File: src/rtl/reg_file_sb.sv
`default_nettype none
// ============================================================================
// Module      : reg_file_sb
// Description : Multi-ported integer register file with a per-register
//               scoreboard (busy bits). Two combinational read ports, one
//               write-back port that writes data and clears the busy bit, and
//               one allocation port that reserves a destination register.
//               Register 0 is hard-wired to zero and can never become busy.
// Revision    : 1.0 - initial release
//
// Optional feature (compile-time macro):
//   REGFILE_BYPASS_EN - a read that hits the register being written back in
//                       the same cycle returns the incoming write data, and
//                       its busy bit reads 0. Without it, the read returns
//                       the stored value and the stored busy bit.
//
// Parameters:
//   XLEN  register width in bits
//   NREG  register count (power of two, 2..64); AW = log2(NREG)
//
// Ports:
//   clk          in   1      clock, rising-edge active
//   rst          in   1      asynchronous active-high reset
//   ra1, ra2     in   AW     read addresses
//   rd1, rd2     out  XLEN   read data (combinational)
//   rbusy1/2     out  1      busy bit of ra1/ra2 (combinational)
//   we           in   1      write-back enable
//   wa           in   AW     write-back address
//   wd           in   XLEN   write-back data
//   alloc_en     in   1      reserve a destination register
//   alloc_addr   in   AW     register to reserve
//   alloc_ok     out  1      reservation accepted this cycle (combinational)
//   flush        in   1      clear every busy bit (pipeline squash)
//   busy_cnt     out  AW+1   registered number of busy registers
// ============================================================================
module reg_file_sb #(
  parameter int XLEN = 64,
  parameter int NREG = 32,
  localparam int AW  = $clog2(NREG)
) (
  input  logic            clk,
  input  logic            rst,
  input  logic [AW-1:0]   ra1,
  input  logic [AW-1:0]   ra2,
  output logic [XLEN-1:0] rd1,
  output logic [XLEN-1:0] rd2,
  output logic            rbusy1,
  output logic            rbusy2,
  input  logic            we,
  input  logic [AW-1:0]   wa,
  input  logic [XLEN-1:0] wd,
  input  logic            alloc_en,
  input  logic [AW-1:0]   alloc_addr,
  output logic            alloc_ok,
  input  logic            flush,
  output logic [AW:0]     busy_cnt
);

  // Storage and scoreboard state
  logic [XLEN-1:0] regs_q [NREG];
  logic [NREG-1:0] busy_q;
  logic [NREG-1:0] busy_d;
  logic [AW:0]     busy_cnt_q;
  logic [AW:0]     busy_cnt_d;

  // Per-cycle helpers
  logic            wb_act;      // write-back to a real (non-zero) register
  logic [NREG-1:0] wb_mask;     // one-hot of the register being written back
  logic [NREG-1:0] busy_eff;    // busy bits with this cycle's write-back applied
  logic [NREG-1:0] alloc_mask;  // one-hot of an accepted reservation

  // --------------------------------------------------------------------------
  // Scoreboard next state
  // --------------------------------------------------------------------------
  always_comb begin
    wb_act   = we & (wa != '0);
    wb_mask  = wb_act ? (NREG'(1) << wa) : '0;
    // A register being written back this cycle is free for a new reservation,
    // so the allocation check looks at busy bits with that clear applied.
    busy_eff = busy_q & ~wb_mask;

    alloc_ok = alloc_en & (alloc_addr != '0) & ~busy_eff[alloc_addr]
             & ~flush & ~rst;
    alloc_mask = alloc_ok ? (NREG'(1) << alloc_addr) : '0;

    // Clear-then-set ordering: a same-edge write-back and reservation of the
    // same register leaves it busy for the new producer.
    busy_d    = flush ? '0 : (busy_eff | alloc_mask);
    busy_d[0] = 1'b0;

    busy_cnt_d = '0;
    for (int i = 0; i < NREG; i++) begin
      busy_cnt_d = busy_cnt_d + (AW+1)'(busy_d[i]);
    end
  end

  // --------------------------------------------------------------------------
  // Read port 1
  // --------------------------------------------------------------------------
  always_comb begin
    rd1    = '0;
    rbusy1 = 1'b0;
    if (!rst && (ra1 != '0)) begin
      rd1    = regs_q[ra1];
      rbusy1 = busy_q[ra1];
`ifdef REGFILE_BYPASS_EN
      if (wb_act && (wa == ra1)) begin
        rd1    = wd;
        rbusy1 = 1'b0;
      end
`endif
    end
  end

  // --------------------------------------------------------------------------
  // Read port 2
  // --------------------------------------------------------------------------
  always_comb begin
    rd2    = '0;
    rbusy2 = 1'b0;
    if (!rst && (ra2 != '0)) begin
      rd2    = regs_q[ra2];
      rbusy2 = busy_q[ra2];
`ifdef REGFILE_BYPASS_EN
      if (wb_act && (wa == ra2)) begin
        rd2    = wd;
        rbusy2 = 1'b0;
      end
`endif
    end
  end

  // --------------------------------------------------------------------------
  // State registers
  // --------------------------------------------------------------------------
  always_ff @(posedge clk or posedge rst) begin
    if (rst) begin
      for (int i = 0; i < NREG; i++) begin
        regs_q[i] <= '0;
      end
      busy_q     <= '0;
      busy_cnt_q <= '0;
    end else begin
      // Flush only squashes reservations; the write-back data still lands.
      if (wb_act) begin
        regs_q[wa] <= wd;
      end
      busy_q     <= busy_d;
      busy_cnt_q <= busy_cnt_d;
    end
  end

  assign busy_cnt = busy_cnt_q;

endmodule
`default_nettype wire

File: config.mk
export PLATFORM = sky130hd
export DESIGN_NAME = reg_file_sb
export DESIGN_NICKNAME = d
export VERILOG_FILES = /design/src/rtl/reg_file_sb.sv
export SDC_FILE = /design/constraint.sdc
export NUM_CORES = 2
export LEC_CHECK = 0
export CAP_MARGIN = 20
export CORE_MARGIN = 2
export CORE_UTILIZATION = 50
export CTS_BUF_LIST = sky130_fd_sc_hd__clkbuf_4
export DETAILED_ROUTE_END_ITERATION = 16
export PLACE_DENSITY = 0.65
export SLEW_MARGIN = 20
export SYNTH_ARGS = -nofsm -noshare
export SYNTH_HDL_FRONTEND = slang
export SYNTH_SLANG_ARGS = --single-unit
File: constraint.sdc
create_clock -name clk -period 100.4 [get_ports clk]
set_input_delay 25.1 -clock clk [delete_from_list [all_inputs] [get_ports clk]]
set_output_delay 25.1 -clock clk [all_outputs]
set_load 0.01 [all_outputs]
==> metrics <==
count of cell types in the netlist 63; Core Area 222100 um^2; family with the most delay on the worst path buffers and inverters; status finished, final reports clean; hold depth 0; root buffer cell clkbuf_4; Antenna Nets Post-Route 0; Hold Path Class flip-flop to flip-flop; Max H-tree Level 6; VDD IR max 14.17 uV; Post-synth EDFFs 0; flop2flop setup slack 93870 ps; Starting Density 50.24%; largest net degree at the start of global routing 177; ys async rst share between 90% and 100%; cts bufs inserted 583; hold_sp regs_q[2022]; Setup Viol. Count Final 0; Cell Area, Synth 111600 um^2; DR vias/cell 6.639; grt total ovfl 0; Slew @ Worst Pin 1228 ps; vias 74.71k; Top Ports about 230; Pwr Total 2361 uW; Cell Rows 173; TritonCTS clock tree built; Max Buffers Root-to-Sink 4; critical path depth 11; leakage 0.05407 uW; initial antenna violation count 32; YS warnings 0; Max Clk Rate 17.71 MHz; worst reg2reg path depth 21; Reg clk slew, reported paths approximately 60 ps; sequential fraction of the synthesis area 46.76%; setup TNS 0 ps; Post-DP HPWL around 190 mm; chip width approximately 480 um; Post-Synthesis Cells around 7.8k; # nets final ~8.0k; final period utilization 56.23%; drt drc 0; Fillers 18.49k; global placement routability congestion 0.8505; vias in the first global route 77.50k; layout cell share with drive strength beyond 1 46.94%; DRT iter0 DRCs around 7.2k; multi-input logic area about 56000 um^2; final hold violation count 0; post-CTS resize count 0; hold buffer count at cts 0; clk_lat worst skew 1440 ps; Slew Limit Fails 0; Setup Buffers After CTS 0; worst-path cell chain buf_8, buf_4, buf_4, buf_4, buf_4, mux4_2, o22ai_1, nor3_1, a21oi_1, nor2_1, clkdlybuf4s50_1; CP endpoint kind output port; Critical path buffers and inverters 6; Max-cap violations 0; hold path endpoint regs_q[2022]; Crit-path slowest cell buf_4; Critical Path Max Stage Delay between 900 and 1000 ps; minimum clock period 56450 ps; GR Util All Layers 31.13%; Die Height ~480 um; CP Launch Type input pin; worst r2r src busy_q[3]; Seq cells post-synth 2085; WP data arrival around 31000 ps; full die area 226900 um^2; WL/cell 31.57 um; first-pass GRT wire length 524.9 mm; PortBufs 225; drt first pass iters 5; CP most frequent cell buf_4; PwrDens 19.27 nW/um^2; syn_area_per_cell 14.31 um^2; Routed Wire Length 355.2 mm; TritonCTS Sinks 2085; Final Skew 77.80 ps; CP Data Required Time about 75000 ps; Worst R2R End busy_cnt[4]; dpl cell area approximately 120000 um^2; Register Area 52180 um^2; ys flop type dfrtp_1; Synth-to-Final Area Change 9.769%; Crit Path Max Fanout 61; Design Area, Final 122500 um^2; relative slew slack 18.15%; RSZ-0062 raised after global routing no; crit path kind input pin to output port; syn nets 7914
Yosys cell counts, types with 10 or more instances:
cell type / n / area [um^2]
a21oi_1: 185 / 925.9
buf_1: 114 / 427.9
buf_2: 160 / 800.8
buf_4: 11 / 82.58
clkbuf_1: 606 / 2275
dfrtp_1: 2085 / 52180
fa_1: 23 / 460.4
inv_1: 32 / 120.1
mux2_2: 1859 / 20930
mux2i_1: 554 / 5545
mux4_2: 929 / 20920
nand2_1: 443 / 1663
nor2_1: 207 / 777.0
nor3_1: 63 / 315.3
o21ai_0: 17 / 85.08
o221ai_1: 244 / 2137
o22a_1: 10 / 87.58
o22ai_1: 145 / 907.1
metal layers:
layer / track usage [%] / vias up / wire length (um) / share of wire [%]
met3: 6.544 / 829 / 28530 / 8.0
met1: 42.06 / 39920 / 143500 / 40
met5: 0 / - / 156 / 0.044
met4: 13.57 / 24 / 15400 / 4.3
li1: - / 30350 / - / -
met2: 48.91 / 3580 / 167600 / 47
power breakdown:
| part | total [uW] | leakage (uW) | switching (uW) | internal [uW] |
|---|---|---|---|---|
| clock network | 757 | 0.00416 | 370 | 386 |
| registers | 1110 | 0.0268 | 115 | 997 |
| logic | 492 | 0.0231 | 200 | 291 |
| total | 2360 | 0.0541 | 686 | 1670 |
logic make-up after synthesis:
kind of cell    after synthesis  share of synthesized area (%)
mux                        3342                          42.48
flops                      2085                          46.76
buf+inv                     926                          3.338
simple gates                763                          2.817
compound gates              646                          4.085
fa+ha+maj                    30                         0.4912
xor+xnor                      3                        0.02355
worst reg2reg max path, stage by stage, from the launching register on:
cell and delay (ps):
dfrtp_1 370, inv_1 60, a2111oi_1 420, nor4b_2 120, nand4_2 210, o211a_2 480, o32ai_2 200, fa_1 570
inv_1 50, fa_1 500, inv_1 50, fa_1 480, inv_1 50, fa_1 540, fa_1 450, fa_1 490
inv_1 50, fa_1 410, fa_1 460, a21o_1 190, a21oi_1 170, xnor2_1 130
through the flow:
step	std cells	utilization, %	worst slack, ps	hold WS [ps]
final	11250	55.15	43950	397.9
after floorplan	7795	-	2115	441.3
after detailed placement	10250	52.02	43970	383.7
after global placement	10250	52.02	43980	380.8
after global routing	11250	55.14	43640	410.3
after CTS	11230	55.13	43970	399.1
sequential cells by signal, indices dropped and copies added (netlist names):
name	cells
regs_q	2048
busy_q	31
busy_cnt	6
area by class of cell:
type	instances	share of cell area, %
sequential	2085	42.60
timing repair buffer	372	2.876
inverter	34	0.1165
tap	2975	3.039
clock buffer	830	5.087
clock inverter	154	0.5660
multi-input combinational	4784	45.68
antenna	19	0.03882
placed cells by master, fill, tap and decap left out, drive strengths merged, types with 4 or more instances in the layout:
master         count
a211oi             6
a21oi            185
a311oi             4
buf              167
clkbuf           831
clkdlybuf4s50    204
clkinv           135
clkinvlp           5
dfrtp           2085
diode             19
fa                23
ha                 7
inv               45
mux2            1859
mux2i            554
mux4             929
nand2            443
nand2b             6
nand3              6
nand4              5
nand4b             4
nor2             207
nor2b              5
nor3              63
o21ai             20
o221ai           244
o22a              10
o22ai            145
o32a               4
o32ai              8
or2                4
how the worst max path moves through the flow:
stage                      start      end  slack, ps
after floorplan              rst  rd2[12]       2110
after global placement    ra2[0]  rd2[27]      43980
after detailed placement  ra2[0]  rd2[27]      43970
after CTS                 ra2[0]  rd2[27]      43970
after global routing      ra2[0]  rd2[27]      43640
final                     ra2[0]  rd2[27]      43950
(Power assumes the default switching activity.)
